`src/rtl/pattern_pkg.sv`:
```
// ---------------------------------------------------------------------------
// pattern_pkg
// Shared types and constants for the raster-scan sequencer that feeds the
// RGB565 test-pattern generator.
//   - scan_state_e : sequencer FSM states
//   - PIX_W        : RGB565 pixel width
//   - COORD_W      : pic_x / pic_y width
//   - FIFO_DEPTH   : entries in the output FIFO
//   - FIFO_W       : FIFO entry width, {sof, eol, pixel}
// ---------------------------------------------------------------------------
package pattern_pkg;

    localparam int PIX_W         = 16;
    localparam int COORD_W       = 12;
    localparam int H_ACTIVE_DEF  = 640;
    localparam int V_ACTIVE_DEF  = 480;
    localparam int FRAME_GAP_DEF = 16;
    localparam int FIFO_DEPTH    = 4;
    localparam int FIFO_W        = PIX_W + 2;
    localparam int FIFO_CNT_W    = $clog2(FIFO_DEPTH + 1);
    localparam int FIFO_PTR_W    = $clog2(FIFO_DEPTH);

    typedef enum logic [1:0] {
        IDLE   = 2'd0,
        ACTIVE = 2'd1,
        GAP    = 2'd2
    } scan_state_e;

endpackage

```
`src/rtl/pattern_out_fifo.sv`:
```
// ---------------------------------------------------------------------------
// pattern_out_fifo
// Small first-word-fall-through FIFO holding captured pixels with their
// start-of-frame / end-of-line tags. The head entry is always visible on
// data_o while the FIFO is not empty.
// Ports:
//   clk, rst_n   : clock, asynchronous active-low reset
//   push_i       : write data_i at the end of this cycle
//   data_i       : {sof, eol, pixel}
//   pop_i        : drop the head entry at the end of this cycle
//   data_o       : head entry
//   empty_o      : no entries stored
//   count_o      : current occupancy (before this cycle's push/pop)
// ---------------------------------------------------------------------------
module pattern_out_fifo
    import pattern_pkg::*;
(
    input  logic                  clk,
    input  logic                  rst_n,
    input  logic                  push_i,
    input  logic [FIFO_W-1:0]     data_i,
    input  logic                  pop_i,
    output logic [FIFO_W-1:0]     data_o,
    output logic                  empty_o,
    output logic [FIFO_CNT_W-1:0] count_o
);

    logic [FIFO_W-1:0]     mem_q [FIFO_DEPTH];
    logic [FIFO_PTR_W-1:0] wrPtr_q;
    logic [FIFO_PTR_W-1:0] rdPtr_q;
    logic [FIFO_CNT_W-1:0] count_q;
    logic [FIFO_CNT_W-1:0] count_d;
    logic                  full;
    logic                  popEn;
    logic                  pushEn;

    assign full    = (count_q == FIFO_CNT_W'(FIFO_DEPTH));
    assign empty_o = (count_q == '0);
    assign count_o = count_q;
    assign data_o  = mem_q[rdPtr_q];

    // A pop on an empty FIFO is ignored. A push into a full FIFO is only
    // accepted when the head leaves in the same cycle, which frees the slot
    // the write pointer is sitting on.
    assign popEn  = pop_i && !empty_o;
    assign pushEn = push_i && (!full || popEn);

    // Occupancy only moves when exactly one of push/pop happens.
    always_comb begin
        count_d = count_q;
        if (pushEn && !popEn) begin
            count_d = count_q + 1'b1;
        end else if (!pushEn && popEn) begin
            count_d = count_q - 1'b1;
        end
    end

    // Storage and pointers. The array is cleared on reset so the head reads
    // as zero before anything has been written.
    always_ff @(posedge clk or negedge rst_n) begin
        if (!rst_n) begin
            for (int i = 0; i < FIFO_DEPTH; i++) begin
                mem_q[i] <= '0;
            end
            wrPtr_q <= '0;
            rdPtr_q <= '0;
            count_q <= '0;
        end else begin
            if (pushEn) begin
                mem_q[wrPtr_q] <= data_i;
                wrPtr_q        <= wrPtr_q + 1'b1;
            end
            if (popEn) begin
                rdPtr_q <= rdPtr_q + 1'b1;
            end
            count_q <= count_d;
        end
    end

    // The issue throttle upstream guarantees there is always room.
    overflowCheck: assert property (@(posedge clk) disable iff (!rst_n)
        !(push_i && full && !popEn));

endmodule

```
`src/rtl/pattern_scan_ctrl.sv`:
```
// ---------------------------------------------------------------------------
// pattern_scan_ctrl
// Raster-scan sequencer for the RGB565 test-pattern generator. Presents
// coordinates to the generator, captures its registered output one cycle
// later into a 4-entry FIFO and streams frames out with valid/ready plus
// start-of-frame / end-of-line sideband.
// Ports:
//   clk, rst_n        : clock, asynchronous active-low reset
//   enable            : start / continue frames while high
//   pic_x, pic_y      : coordinate presented to the generator
//   pic_data          : generator pixel, valid the cycle after pic_x/pic_y
//   m_data            : RGB565 output pixel
//   m_valid, m_ready  : output handshake
//   m_sof, m_eol      : pixel (0,0) / last pixel of a line
//   frame_done        : pulse after the last pixel of a frame is accepted
//   busy              : FSM not idle or FIFO holding pixels
// ---------------------------------------------------------------------------
module pattern_scan_ctrl
    import pattern_pkg::*;
#(
    parameter int H_ACTIVE  = H_ACTIVE_DEF,
    parameter int V_ACTIVE  = V_ACTIVE_DEF,
    parameter int FRAME_GAP = FRAME_GAP_DEF
) (
    input  logic               clk,
    input  logic               rst_n,
    input  logic               enable,
    output logic [COORD_W-1:0] pic_x,
    output logic [COORD_W-1:0] pic_y,
    input  logic [PIX_W-1:0]   pic_data,
    output logic [PIX_W-1:0]   m_data,
    output logic               m_valid,
    input  logic               m_ready,
    output logic               m_sof,
    output logic               m_eol,
    output logic               frame_done,
    output logic               busy
);

    localparam int                 GAP_W    = (FRAME_GAP > 1) ? $clog2(FRAME_GAP) : 1;
    localparam logic [GAP_W-1:0]   GAP_LOAD = GAP_W'(FRAME_GAP - 1);
    localparam logic [COORD_W-1:0] X_LAST   = COORD_W'(H_ACTIVE - 1);
    localparam logic [COORD_W-1:0] Y_LAST   = COORD_W'(V_ACTIVE - 1);

    scan_state_e           state_q, state_d;
    logic [GAP_W-1:0]      gapCnt_q, gapCnt_d;
    logic [COORD_W-1:0]    x_q, x_d, y_q, y_d;
    logic [COORD_W-1:0]    outY_q, outY_d;
    logic                  issued_q, sof_q, eol_q;
    logic                  frameDone_q, frameDone_d;
    logic [FIFO_CNT_W-1:0] fifoCount;
    logic [FIFO_W-1:0]     fifoHead;
    logic                  fifoEmpty;
    logic                  issue, lastPix, pop;

    // Counting the pixel still in the generator pipe keeps FIFO plus
    // in-flight at or below the depth. Occupancy is taken before this
    // cycle's pop, which costs nothing at full rate and can never overflow.
    assign issue   = (state_q == ACTIVE) &&
                     (({1'b0, fifoCount} + (FIFO_CNT_W + 1)'(issued_q)) <
                      (FIFO_CNT_W + 1)'(FIFO_DEPTH));
    assign lastPix = (x_q == X_LAST) && (y_q == Y_LAST);
    assign pop     = m_valid && m_ready;

    assign pic_x      = x_q;
    assign pic_y      = y_q;
    assign m_valid    = !fifoEmpty;
    assign m_sof      = fifoHead[FIFO_W-1];
    assign m_eol      = fifoHead[FIFO_W-2];
    assign m_data     = fifoHead[PIX_W-1:0];
    assign frame_done = frameDone_q;
    assign busy       = (state_q != IDLE) || !fifoEmpty;

    // Frame sequencing: a frame ends when its last coordinate is issued,
    // then the gap runs down before enable decides whether to start again.
    // Dropping enable mid-frame is ignored because ACTIVE never looks at it.
    always_comb begin
        state_d  = state_q;
        gapCnt_d = gapCnt_q;
        case (state_q)
            IDLE: begin
                if (enable) begin
                    state_d = ACTIVE;
                end
            end
            ACTIVE: begin
                if (issue && lastPix) begin
                    state_d  = GAP;
                    gapCnt_d = GAP_LOAD;
                end
            end
            GAP: begin
                if (gapCnt_q == '0) begin
                    state_d = enable ? ACTIVE : IDLE;
                end else begin
                    gapCnt_d = gapCnt_q - 1'b1;
                end
            end
            default: state_d = IDLE;
        endcase
    end

    // Raster advance; coordinates hold whenever nothing is issued.
    always_comb begin
        x_d = x_q;
        y_d = y_q;
        if (issue) begin
            if (x_q == X_LAST) begin
                x_d = '0;
                y_d = (y_q == Y_LAST) ? '0 : y_q + 1'b1;
            end else begin
                x_d = x_q + 1'b1;
            end
        end
    end

    // The output side tracks which line is leaving so the final eol of the
    // frame can be recognised without widening the FIFO entries.
    always_comb begin
        outY_d      = outY_q;
        frameDone_d = 1'b0;
        if (pop && m_eol) begin
            if (outY_q == Y_LAST) begin
                outY_d      = '0;
                frameDone_d = 1'b1;
            end else begin
                outY_d = outY_q + 1'b1;
            end
        end
    end

    // State registers. The sof/eol tags are delayed one cycle so they line
    // up with the generator's registered pixel when it is pushed.
    always_ff @(posedge clk or negedge rst_n) begin
        if (!rst_n) begin
            state_q     <= IDLE;
            gapCnt_q    <= '0;
            x_q         <= '0;
            y_q         <= '0;
            outY_q      <= '0;
            issued_q    <= 1'b0;
            sof_q       <= 1'b0;
            eol_q       <= 1'b0;
            frameDone_q <= 1'b0;
        end else begin
            state_q     <= state_d;
            gapCnt_q    <= gapCnt_d;
            x_q         <= x_d;
            y_q         <= y_d;
            outY_q      <= outY_d;
            issued_q    <= issue;
            sof_q       <= issue && (x_q == '0) && (y_q == '0);
            eol_q       <= issue && (x_q == X_LAST);
            frameDone_q <= frameDone_d;
        end
    end

    pattern_out_fifo uFifo (
        .clk     (clk),
        .rst_n   (rst_n),
        .push_i  (issued_q),
        .data_i  ({sof_q, eol_q, pic_data}),
        .pop_i   (pop),
        .data_o  (fifoHead),
        .empty_o (fifoEmpty),
        .count_o (fifoCount)
    );

endmodule

```
`config.mk`:
```
export PLATFORM = sky130hd
export DESIGN_NAME = pattern_scan_ctrl
export DESIGN_NICKNAME = d
export VERILOG_FILES = /design/src/rtl/pattern_pkg.sv /design/src/rtl/pattern_out_fifo.sv /design/src/rtl/pattern_scan_ctrl.sv
export SDC_FILE = /design/constraint.sdc
export NUM_CORES = 1
export LEC_CHECK = 0
export ABC_AREA = 0
export CAP_MARGIN = 20
export CORE_ASPECT_RATIO = 1.5
export CORE_UTILIZATION = 56
export DETAILED_ROUTE_END_ITERATION = 10
export PLACE_DENSITY = 0.79
export SYNTH_ARGS = -nofsm -noshare
export SYNTH_HDL_FRONTEND = slang
export SYNTH_HIERARCHICAL = 1
export SYNTH_SLANG_ARGS = --single-unit
```
`constraint.sdc`:
```
create_clock -name clk -period 3 [get_ports clk]
set_clock_uncertainty 0.15 [all_clocks]
set_input_delay 0.6 -clock clk [delete_from_list [all_inputs] [get_ports clk]]
set_output_delay 0.6 -clock clk [all_outputs]
set_load 0.1 [all_outputs]
```
==> flow_metrics.py <==
metrics = {
    "synthesis": {
        "synth_cell_type_count": 57,
        "synth_top_cell_area_share": 0.528,
        "yosys-top-cells-area": "dfrtp_1 53%, mux2_2 14%, mux4_2 6.8%",
        "avgSynthCellArea_um2": 13.2,
        "ys_ff_latch": 125,
        "yosysSeqAreaShare": 0.528,
        "synth_warnings": 6,
        "synth_cells": 448,
        "yosysTopAreaCell": "dfrtp_1",
        "synth_nets": 480,
        "synth_edf_count": 0,
        "synth.cell_area_mm2": 0.00592,
        "synth_flop_cell": "dfrtp_1",
        "synth-async-reset-ratio": 1.00,
    },
    "placement": {
        "gp_congestion": 0.806,
        "io_buffers": 64,
        "dp_hpwl_um": 8250,
    },
    "drt": {
        "dr.pass1.iters": 5,
        "routed_wl_um": 12500,
        "drc": 0,
        "wl_per_cell_um": 18.2,
        "vias": 3946,
        "drt_iter0_drc": 138,
        "drtAntennaViolNets": 0,
        "vias_per_cell": 5.74,
    },
    "finish": {
        "areaGrowthSynthToFinish_pct": 28.1,
        "antenna_cells": 0,
        "layout.nets": 565,
        "drive_gt1_frac": 0.366,
        "fillers": 644,
    },
    "sta": {
        "worst_pin_slew_ns": 0.579,
        "finalSetupTns_ns": 0,
        "fmax_mhz": 359,
        "finalSetupViolCount": 0,
        "slew_viol_final": 0,
        "post-route-period-util": 0.928,
        "relSlewSlack": 0.614,
        "finalCriticalPeriod_ns": 2.78,
        "rsz0062_at_grt": "no",
        "hold_viol": 0,
    },
    "clock_tree": {
        "clock-sinks": 125,
        "hold_buffers": 0,
        "cts_buffer_depth": 2,
        "cts_tree": "yes",
        "clk_pin_slew_worst_paths_ns": 0.05,
        "numCtsBuffers": 17,
        "post_cts_buffers": 0,
        "htree_levels": 4,
        "cts_root_buf": "clkbuf_16",
        "clock_latency_ns": 0.41,
        "cts_resized": 0,
    },
    "min_path": {
        "hp-class": "in -> async",
    },
    "grt": {
        "grt_overflow": 0,
        "grt_use_total": 0.248,
        "grt_max_degree": 42,
        "antenna_found_initial": 0,
        "grt_pass1_vias": 4240,
        "grt_pass1_wl_um": 20600,
    },
    "worst_setup_path": {
        "critPathLaunchType": "register",
        "endpoint_kind": "output port",
        "worstPathMaxFanout": 17,
        "worstPathRequired_ns": 2.25,
        "arrival_ns": 2.03,
        "worstSetupPathType": "reg -> out",
    },
    "die": {
        "rows": 45,
        "io-pin-count": 65,
        "design.die.area_mm2": 0.0110,
        "die_h_um": 128,
        "design.core.area_mm2": 0.0102,
        "fp.dieW_um": 85.9,
        "start_util": 0.581,
    },
    "run": {
        "cap_violations": 0,
    },
    "run_status": {
        "run_status": "completed",
    },
}
-- worst max-delay path, cell delays in order, from the launching register on --
cell and delay [ns]:
dfrtp_1 0.44, buf_4 0.37, mux4_2 0.60, buf_12 0.19
-- kinds of logic (layout without fill, tap and decap cells) --
logic type               Yosys count  in the layout  synth area share
buffers and inverters             30            128            0.0262
XOR/XNOR                          26             26            0.0385
AO/OA/AOI/OAI                     33             33            0.0355
flip-flops                       125            125             0.528
multiplexers                      94             94             0.213
AND/OR/NAND/NOR                  128            128             0.132
adder cells (fa/ha/maj)           12             12            0.0266
-- layout make-up --
class / count / area (um2) / area share
clock buffers: 21 / 470 / 0.0620
clock inverters: 11 / 188 / 0.0247
inverters: 18 / 67.6 / 0.00891
multi-input cells: 293 / 2640 / 0.348
flip-flops and latches: 125 / 3130 / 0.412
well taps: 141 / 176 / 0.0233
repair buffers: 78 / 918 / 0.121
-- worst paths after layout --
kind                                   from          endpoint  slack [ns]  depth (start not counted)
setup / recovery           uFifo/rdPtr_q[0]         m_data[2]        0.22                          3
hold / removal                        rst_n        frame_done       0.006                          1
setup reg to reg           uFifo/count_o[1]  uFifo/count_o[1]        0.28                          8
hold reg to reg                  outY_q[11]        outY_q[11]        0.34                          1
max in group asynchronous             rst_n   uFifo/mem_q[41]        1.95                          2
min in group clk                 outY_q[11]        outY_q[11]        0.34                          1
-- per-stage QoR --
| stage | hold WS, ns | cells | setup slack, ns | instance area [um2] | utilization |
|---|---|---|---|---|---|
| after floorplan | 0.154 | 448 | 0.163 | 5920 | - |
| after global placement | 0.317 | 655 | 0.115 | 6930 | 0.680 |
| after detailed placement | 0.325 | 655 | 0.0463 | 6930 | 0.680 |
| after CTS | 0.0119 | 687 | 0.179 | 7580 | 0.744 |
| after global routing | 0.0375 | 687 | 0.116 | 7580 | 0.744 |
| final | 0.00621 | 687 | 0.216 | 7580 | 0.744 |
-- registers in the layout, summed over array words and instances (netlist names) --
| name | flops |
|---|---|
| uFifo/wrPtr_q | 2 |
| uFifo/mem_q | 72 |
| outY_q | 12 |
| gapCnt_q | 4 |
| eol_q | 1 |
| uFifo/rdPtr_q | 2 |
| issued_q | 1 |
| pic_x | 12 |
| uFifo/count_o | 3 |
| sof_q | 1 |
| pic_y | 12 |
| state_q | 2 |
| frame_done | 1 |
-- per-layer routing --
layer / vias to the layer above / wire length, um / track usage
met4: 0 / 313 / 0.111
met5: - / 0 / 0
met2: 125 / 6970 / 0.439
met1: 1989 / 4730 / 0.279
met3: 29 / 506 / 0.0605
li1: 1803 / - / -
-- layout by cell type (no fill, tap or decap), types with 9 or more instances in the layout --
| cell type | synthesis | routed |
|---|---|---|
| o21ai_0 | 9 | 9 |
| xor2_1 | 9 | 9 |
| dfrtp_1 | 125 | 125 |
| xnor2_1 | 17 | 17 |
| buf_4 | 1 | 37 |
| nand4_1 | 11 | 11 |
| mux4_2 | 18 | 18 |
| buf_12 | 0 | 23 |
| nor3_1 | 11 | 11 |
| clkbuf_16 | 0 | 17 |
| nand2_1 | 26 | 26 |
| nor2_1 | 14 | 14 |
| ha_1 | 11 | 11 |
| mux2_2 | 74 | 74 |
| inv_1 | 17 | 17 |
| nand3_1 | 15 | 15 |
| clkdlybuf4s50_1 | 0 | 18 |
-- cell usage after synthesis (2+ instances only) --
library cell  number
a31oi_1            3
nand3_1           15
a21o_1             2
or3_1              5
inv_1             17
nor2b_1            2
or4_1              2
a31o_2             2
mux2i_1            2
buf_2              5
nor3_1            11
a21oi_1            8
nor4_1             8
ha_1              11
nor2_2             4
nand2b_1           3
buf_6              3
o211ai_1           2
and3_1             6
o21ai_0            9
nand2_1           26
and2_1             3
nand4_1           11
xor2_1             9
mux4_2            18
mux2_2            74
nor4_4             2
dfrtp_1          125
nor2_1            14
and4_1             3
xnor2_1           17
Power is left out: the tool's default activity adds up to more than one toggle a clock period on the data nets, which glitch-free logic cannot reach.
